### src/rtl/muldiv_hilo.sv
// Iterative multiply/divide unit with architectural HI/LO registers.
// Operations run for 33 cycles in the background; HI/LO accesses stall while busy.
module muldiv_hilo #(
    parameter int WIDTH = 32
) (
    input  logic             CLK,
    input  logic             RST,
    input  logic [31:0]      Ins,
    input  logic [WIDTH-1:0] Rdata1,
    input  logic [WIDTH-1:0] Rdata2,
    output logic [WIDTH-1:0] HiLoResult,
    output logic             Stall,
    output logic             Busy
);
    localparam int CW = $clog2(WIDTH) + 1;

    localparam logic [5:0] F_MFHI  = 6'h10;
    localparam logic [5:0] F_MTHI  = 6'h11;
    localparam logic [5:0] F_MFLO  = 6'h12;
    localparam logic [5:0] F_MTLO  = 6'h13;
    localparam logic [5:0] F_MULT  = 6'h18;
    localparam logic [5:0] F_MULTU = 6'h19;
    localparam logic [5:0] F_DIV   = 6'h1A;
    localparam logic [5:0] F_DIVU  = 6'h1B;

    typedef enum logic [1:0] {S_IDLE, S_MUL, S_DIV, S_FIX} state_t;

    state_t             r_state;
    logic               r_is_div;
    logic               r_neg_q;
    logic               r_neg_r;
    logic [CW-1:0]      r_cnt;
    logic [WIDTH-1:0]   r_hi;
    logic [WIDTH-1:0]   r_lo;
    logic [WIDTH-1:0]   r_opnd;
    logic [2*WIDTH-1:0] r_acc;

    logic [5:0]         w_funct;
    logic               w_special;
    logic               w_mfhi, w_mthi, w_mflo, w_mtlo;
    logic               w_is_mul, w_is_div, w_hilo, w_signed;
    logic               w_rs_neg, w_rt_neg, w_div0;
    logic [WIDTH-1:0]   w_abs1, w_abs2;
    logic               w_unused_ins;

    assign w_funct      = Ins[5:0];
    assign w_special    = (Ins[31:26] == 6'h00);
    assign w_unused_ins = ^Ins[25:6];

    assign w_mfhi   = w_special && (w_funct == F_MFHI);
    assign w_mthi   = w_special && (w_funct == F_MTHI);
    assign w_mflo   = w_special && (w_funct == F_MFLO);
    assign w_mtlo   = w_special && (w_funct == F_MTLO);
    assign w_is_mul = w_special && ((w_funct == F_MULT) || (w_funct == F_MULTU));
    assign w_is_div = w_special && ((w_funct == F_DIV) || (w_funct == F_DIVU));
    assign w_hilo   = w_mfhi || w_mthi || w_mflo || w_mtlo || w_is_mul || w_is_div;
    assign w_signed = ~w_funct[0];

    assign Busy       = (r_state != S_IDLE);
    assign Stall      = Busy && w_hilo;
    assign HiLoResult = w_mfhi ? r_hi : (w_mflo ? r_lo : '0);

    // Signed operations run on magnitudes; the sign is restored in FIX.
    assign w_rs_neg = w_signed && Rdata1[WIDTH-1];
    assign w_rt_neg = w_signed && Rdata2[WIDTH-1];
    assign w_abs1   = w_rs_neg ? -Rdata1 : Rdata1;
    assign w_abs2   = w_rt_neg ? -Rdata2 : Rdata2;
    assign w_div0   = (Rdata2 == '0);

    // Shift-add: multiplier sits in the low half and shifts out as the product shifts in.
    logic [WIDTH:0]     w_mul_sum;
    logic [2*WIDTH-1:0] w_mul_next;
    assign w_mul_sum  = {1'b0, r_acc[2*WIDTH-1:WIDTH]} + {1'b0, (r_acc[0] ? r_opnd : '0)};
    assign w_mul_next = {w_mul_sum, r_acc[WIDTH-1:1]};

    // Restoring divide: {remainder, dividend/quotient} shifted left once per step.
    logic [WIDTH:0]     w_div_shift;
    logic [WIDTH:0]     w_div_trial;
    logic [2*WIDTH-1:0] w_div_next;
    assign w_div_shift = {r_acc[2*WIDTH-1:WIDTH], r_acc[WIDTH-1]};
    assign w_div_trial = w_div_shift - {1'b0, r_opnd};
    assign w_div_next  = w_div_trial[WIDTH]
                       ? {w_div_shift[WIDTH-1:0], r_acc[WIDTH-2:0], 1'b0}
                       : {w_div_trial[WIDTH-1:0], r_acc[WIDTH-2:0], 1'b1};

    logic [2*WIDTH-1:0] w_prod_fix;
    logic [WIDTH-1:0]   w_quo_fix;
    logic [WIDTH-1:0]   w_rem_fix;
    assign w_prod_fix = r_neg_q ? -r_acc : r_acc;
    assign w_quo_fix  = r_neg_q ? -r_acc[WIDTH-1:0] : r_acc[WIDTH-1:0];
    assign w_rem_fix  = r_neg_r ? -r_acc[2*WIDTH-1:WIDTH] : r_acc[2*WIDTH-1:WIDTH];

    always_ff @(posedge CLK) begin
        if (RST) begin
            r_state  <= S_IDLE;
            r_is_div <= 1'b0;
            r_neg_q  <= 1'b0;
            r_neg_r  <= 1'b0;
            r_cnt    <= '0;
            r_hi     <= '0;
            r_lo     <= '0;
            r_opnd   <= '0;
            r_acc    <= '0;
        end else begin
            if (w_mthi && !Stall) r_hi <= Rdata1;
            if (w_mtlo && !Stall) r_lo <= Rdata1;
            case (r_state)
                S_IDLE: begin
                    if ((w_is_mul || w_is_div) && !Stall) begin
                        r_state  <= w_is_mul ? S_MUL : S_DIV;
                        r_is_div <= w_is_div;
                        r_cnt    <= '0;
                        r_opnd   <= w_is_mul ? w_abs1 : w_abs2;
                        r_acc    <= {{WIDTH{1'b0}}, (w_is_mul ? w_abs2 : w_abs1)};
                        // Divide by zero keeps the all-ones quotient unsigned; the
                        // remainder fixup then reproduces the original dividend.
                        r_neg_q  <= (w_rs_neg ^ w_rt_neg) && !(w_is_div && w_div0);
                        r_neg_r  <= w_rs_neg;
                    end
                end
                S_MUL, S_DIV: begin
                    r_acc <= (r_state == S_MUL) ? w_mul_next : w_div_next;
                    r_cnt <= r_cnt + CW'(1);
                    if (r_cnt == CW'(WIDTH - 1)) r_state <= S_FIX;
                end
                S_FIX: begin
                    if (r_is_div) begin
                        r_lo <= w_quo_fix;
                        r_hi <= w_rem_fix;
                    end else begin
                        {r_hi, r_lo} <= w_prod_fix;
                    end
                    r_state <= S_IDLE;
                end
                default: r_state <= S_IDLE;
            endcase
        end
    end
endmodule

### config.mk
export PLATFORM = sky130hd
export DESIGN_NAME = muldiv_hilo
export DESIGN_NICKNAME = d
export VERILOG_FILES = /design/src/rtl/muldiv_hilo.sv
export SDC_FILE = /design/constraint.sdc
export NUM_CORES = 1
export LEC_CHECK = 0
export CORE_MARGIN = 3
export CORE_UTILIZATION = 54
export CTS_BUF_LIST = sky130_fd_sc_hd__clkbuf_4
export CTS_CLUSTER_SIZE = 12
export DETAILED_ROUTE_END_ITERATION = 10
export PLACE_DENSITY = 0.82
export RECOVER_POWER = 50
export SKIP_CTS_REPAIR_TIMING = 1
export SLEW_MARGIN = 5
export SYNTH_ARGS = -nofsm -noshare
export SYNTH_HDL_FRONTEND = slang
export SYNTH_SLANG_ARGS = --single-unit
export TNS_END_PERCENT = 20
### constraint.sdc
create_clock -name CLK -period 9.3 [get_ports CLK]
set_input_delay 1.86 -clock CLK [delete_from_list [all_inputs] [get_ports CLK]]
set_output_delay 1.86 -clock CLK [all_outputs]
set_load 0.05 [all_outputs]
==> flow_summary.html <==
<table>
<tr><th>Metric</th><th>Value</th></tr>
<tr><th colspan="2">Worst setup path</th></tr>
<tr><td>Max FO, Critical Path</td><td>43</td></tr>
<tr><td>Cell count of the worst reg-to-reg path</td><td>9</td></tr>
<tr><td>Cell with the most instances on the worst path</td><td>nand4_1</td></tr>
<tr><td>Sort of element at the start of the critical path</td><td>primary input</td></tr>
<tr><td>CP Data Required Time</td><td>approximately 10 ns</td></tr>
<tr><td>Count of cell instances traversed by the critical path</td><td>9</td></tr>
<tr><td>Worst stage delay on the critical path</td><td>between 1 and 1.5 ns</td></tr>
<tr><td>Crit path max-delay family</td><td>simple AND/OR/NAND/NOR gates</td></tr>
<tr><td>Buffers plus inverters on the worst setup path</td><td>2</td></tr>
<tr><td>Classification of the worst setup path</td><td>in2reg</td></tr>
<tr><td>Critical Path Sink Type</td><td>register</td></tr>
<tr><td>CP cell instances</td><td>dlygate4sd3_1 &gt; nor4_1 &gt; nand4_1 &gt; or2_0 &gt; nand2_1 &gt; clkbuf_1 &gt; nand4_1 &gt; or3_1 &gt; a21oi_1</td></tr>
<tr><td>Crit path arrival time</td><td>7.30 ns</td></tr>
<tr><td>Cell type of the slowest stage on the worst timing path</td><td>clkbuf_1</td></tr>
<tr><th colspan="2">Timing</th></tr>
<tr><td>Final worst path period need</td><td>6.73 ns</td></tr>
<tr><td>Max transition margin</td><td>-0.767</td></tr>
<tr><td>Peak Freq</td><td>149 MHz</td></tr>
<tr><td>Max-slew violation count</td><td>approximately 300</td></tr>
<tr><td>Unrepaired setup endpoints after global routing</td><td>false</td></tr>
<tr><td>Slew at the pin with the worst max-slew slack</td><td>~2.7 ns</td></tr>
<tr><td>Final cycle utilization of the critical path</td><td>0.724</td></tr>
<tr><td>Final setup violation count</td><td>0</td></tr>
<tr><td>Hold Violations, Final</td><td>0</td></tr>
<tr><td>Worst clock skew</td><td>roughly 0.039 ns</td></tr>
<tr><td>TNS Setup</td><td>0 ns</td></tr>
<tr><th colspan="2">Flow run</th></tr>
<tr><td>Max-capacitance violation count</td><td>7</td></tr>
<tr><th colspan="2">Yosys</th></tr>
<tr><td>Synthesized-area fraction occupied by xor and xnor cells</td><td>0.0938</td></tr>
<tr><td>Share of synthesized registers carrying an async set or reset</td><td>0</td></tr>
<tr><td>Synthesis warning total</td><td>0</td></tr>
<tr><td>Most common flop cell mapped by yosys</td><td>dfxtp_1</td></tr>
<tr><td>Cells after Synth</td><td>roughly 2100</td></tr>
<tr><td>Number of flops mapped to enable cells by yosys</td><td>0</td></tr>
<tr><td>Compound-gate portion of the synthesized area</td><td>0.274</td></tr>
<tr><td>Flip-flop and latch count after synthesis</td><td>~170</td></tr>
<tr><td>Netlist area before placement</td><td>between 15000 and 20000 um2</td></tr>
<tr><td>Simple logic cell fraction of the synthesized area</td><td>0.219</td></tr>
<tr><td>Combinational family with the most area after synthesis</td><td>compound AO/OA/AOI/OAI gates</td></tr>
<tr><td>Share of cell area taken by muxes after synthesis</td><td>0.0847</td></tr>
<tr><td>Synth Area per Inst</td><td>7.46 um2</td></tr>
<tr><td>Share of the yosys chip area belonging to registers</td><td>0.220</td></tr>
<tr><td>Syn_nets</td><td>about 2300</td></tr>
<tr><td>Share of synthesized cell area in full adder, half adder and majority cells</td><td>0.0604</td></tr>
<tr><td>Unique cell type count in the Yosys netlist</td><td>84</td></tr>
<tr><th colspan="2">Final layout</th></tr>
<tr><td>Final-layout fill cell count</td><td>2572</td></tr>
<tr><td>Highest-count cells in the layout ignoring fill and taps</td><td>nor2_1, a21oi_1, dfxtp_1, nand2_1, a211oi_1</td></tr>
<tr><td>Layout cells sized above 1</td><td>0.0621</td></tr>
<tr><td>Final std cell area, no fill</td><td>~17000 um2</td></tr>
<tr><td>Final Instance Count excl. Fillers</td><td>between 2000 and 2500</td></tr>
<tr><td>Commonest non-fill, non-tap cell in the layout</td><td>nor2_1</td></tr>
<tr><td>Number of nets in the finished design</td><td>~2300</td></tr>
<tr><td>Synthesis-to-layout area growth</td><td>9.36%</td></tr>
<tr><th colspan="2">Clock tree</th></tr>
<tr><td>Clock input transition at the sequential cells of the worst setup and hold paths</td><td>between 0.15 and 0.2 ns</td></tr>
<tr><td>Inserted Clock Buffers</td><td>17</td></tr>
<tr><td>Number of buffers between clock root and the deepest sink</td><td>2</td></tr>
<tr><td>Clock latency reported for the late side of the worst-skew pair</td><td>a little over 0.6 ns</td></tr>
<tr><td>Clock H-tree levels</td><td>4</td></tr>
<tr><td>Root buffer cell</td><td>clkbuf_4</td></tr>
<tr><td>Clock sink count</td><td>about 170</td></tr>
<tr><td>TritonCTS clock tree</td><td>built</td></tr>
<tr><th colspan="2">Floorplanning</th></tr>
<tr><td>Area enclosed by the die boundary</td><td>~31000 um2</td></tr>
<tr><td>Width of the chip</td><td>176 um</td></tr>
<tr><td>Die span in y</td><td>between 150 and 200 um</td></tr>
<tr><td>Number of top-level pins</td><td>132</td></tr>
<tr><td>Placeable Area</td><td>~28000 um2</td></tr>
<tr><td>Initial core utilization</td><td>0.555</td></tr>
<tr><td>Row count</td><td>61</td></tr>
<tr><th colspan="2">Placement</th></tr>
<tr><td>Placed Area</td><td>between 15000 and 20000 um2</td></tr>
<tr><td>Final weighted congestion in routability-driven placement</td><td>roughly 1.0</td></tr>
<tr><td>Quantity of I/O buffers inserted on ports</td><td>111</td></tr>
<tr><td>Placed cell count</td><td>around 2500</td></tr>
<tr><td>Detailed-placement wirelength estimate</td><td>just over 40000 um</td></tr>
<tr><th colspan="2">Detailed routing</th></tr>
<tr><td>Remaining number of nets flagged by the antenna check after routing</td><td>0</td></tr>
<tr><td>Initial DRT Pass Iterations</td><td>6</td></tr>
<tr><td>Routed length per placed instance</td><td>21.5 um</td></tr>
<tr><td>Violation count after the first detailed-routing iteration</td><td>around 2200</td></tr>
<tr><td>Post-detailed-route via-to-cell ratio</td><td>roughly 6.6</td></tr>
<tr><td>DRC</td><td>0</td></tr>
<tr><td>Count of vias placed by the detailed router</td><td>around 16000</td></tr>
<tr><td>Detailed Route WL</td><td>53600 um</td></tr>
<tr><th colspan="2">Worst hold path</th></tr>
<tr><td>Min-Delay Path Class</td><td>reg2reg</td></tr>
<tr><td>Cell depth of the worst min-delay path</td><td>2</td></tr>
<tr><th colspan="2">GRT</th></tr>
<tr><td>Largest net degree at the start of global routing</td><td>80</td></tr>
<tr><td>Remaining global-route overflow</td><td>0</td></tr>
<tr><td>First-pass GRT wire length</td><td>roughly 82000 um</td></tr>
<tr><td>Antenna violations before repair</td><td>1</td></tr>
<tr><td>Vias in the first global route</td><td>approximately 15000</td></tr>
<tr><td>Total GRT Usage</td><td>0.331</td></tr>
<tr><th colspan="2">Power</th></tr>
<tr><td>Largest vdd supply drop</td><td>a little over 200 uV</td></tr>
<tr><td>Reported leakage power</td><td>6.65 nW</td></tr>
<tr><td>PwrDens</td><td>around 210 nW/um2</td></tr>
<tr><th colspan="2">Run status</th></tr>
<tr><td>Outcome</td><td>finished, violations left</td></tr>
<tr><td>Failing checks</td><td>max-capacitance violations, max-slew violations</td></tr>
</table>
state kept, by name, indices dropped and copies added, names as in the netlist:
register  count
r_state       2
r_lo         32
r_cnt         6
r_hi         32
r_acc        64
r_is_div      1
r_neg_r       1
r_opnd       32
r_neg_q       1
cell families after synthesis:
| group | after synthesis |
|---|---|
| AOI/OAI and AO/OA | 640 |
| xor gates and xnor gates | 167 |
| adders and majority gates | 74 |
| buffers and inverters | 195 |
| DFF | 171 |
| muxes | 126 |
| and+or+nand+nor | 715 |
power by group:
part           leakage (nW)  switching [mW]  internal, mW  total, mW
logic                  5.12            1.36         0.801       2.16
clock network         0.144           0.322         0.142      0.464
registers              1.38           0.146         0.803      0.949
total                  6.65            1.83          1.75       3.58
area by class of cell:
| cell class | instances | area (um2) | area share |
|---|---|---|---|
| multi-input cells | 1722 | 11500 | 0.672 |
| flip-flops and latches | 171 | 3420 | 0.201 |
| inverters | 58 | 218 | 0.0128 |
| diodes | 3 | 7.51 | 0.000440 |
| clock inverters | 15 | 151 | 0.00888 |
| clock buffers | 17 | 128 | 0.00749 |
| well taps | 378 | 473 | 0.0277 |
| repair buffers | 125 | 1190 | 0.0698 |
routing by layer:
layer,part of all wire,vias to the layer above,global-route usage
li1,-,7683,-
met1,0.41,7650,0.471
met2,0.42,985,0.487
met3,0.12,132,0.0653
met4,0.045,0,0.141
met5,0,-,0
worst paths after layout:
check,startpoint,endpoint,slack [ns]
setup / recovery,Ins[28],r_cnt[5]$_SDFFE_PP0P_,2.57
hold / removal,r_opnd[5]$_SDFFE_PP0P_,r_opnd[5]$_SDFFE_PP0P_,0.47
setup reg to reg,r_state[0]$_SDFFE_PP0P_,r_cnt[5]$_SDFFE_PP0P_,4.41
hold reg to reg,r_opnd[5]$_SDFFE_PP0P_,r_opnd[5]$_SDFFE_PP0P_,0.47
per-stage QoR:
stage | util | worst slack, ns | total power [mW] | hold slack, ns
detailed placement | 0.597 | 2.73 | 3.05 | 0.446
global placement | 0.597 | 2.87 | 3.00 | 0.442
floorplan | - | 3.80 | 2.48 | 0.432
global route | 0.607 | 2.37 | 3.78 | 0.494
finish | 0.607 | 2.57 | 3.58 | 0.466
CTS | 0.607 | 2.72 | 3.51 | 0.466
Yosys cell counts (all sizes together) (63+ instances only):
cell    count  area (um2)
clkbuf    122         458
o21ai      98         490
xnor2      90         788
a211oi    136        1020
mux2i      79         791
ha         72         901
nor3       63         315
a21oi     180         908
xor2       77         674
nand2     163         612
dfxtp     171        3420
nor2      266        1000
worst register-to-register path: cells and delay by family (launching register included):
family | cells | cell delay (ns)
AOI/OAI and AO/OA | 1 | 0.14
adders and majority gates | 1 | 0.34
buffers and inverters | 3 | 1.58
DFF | 1 | 0.38
and+or+nand+nor | 4 | 2.41
(Power assumes the default switching activity.)
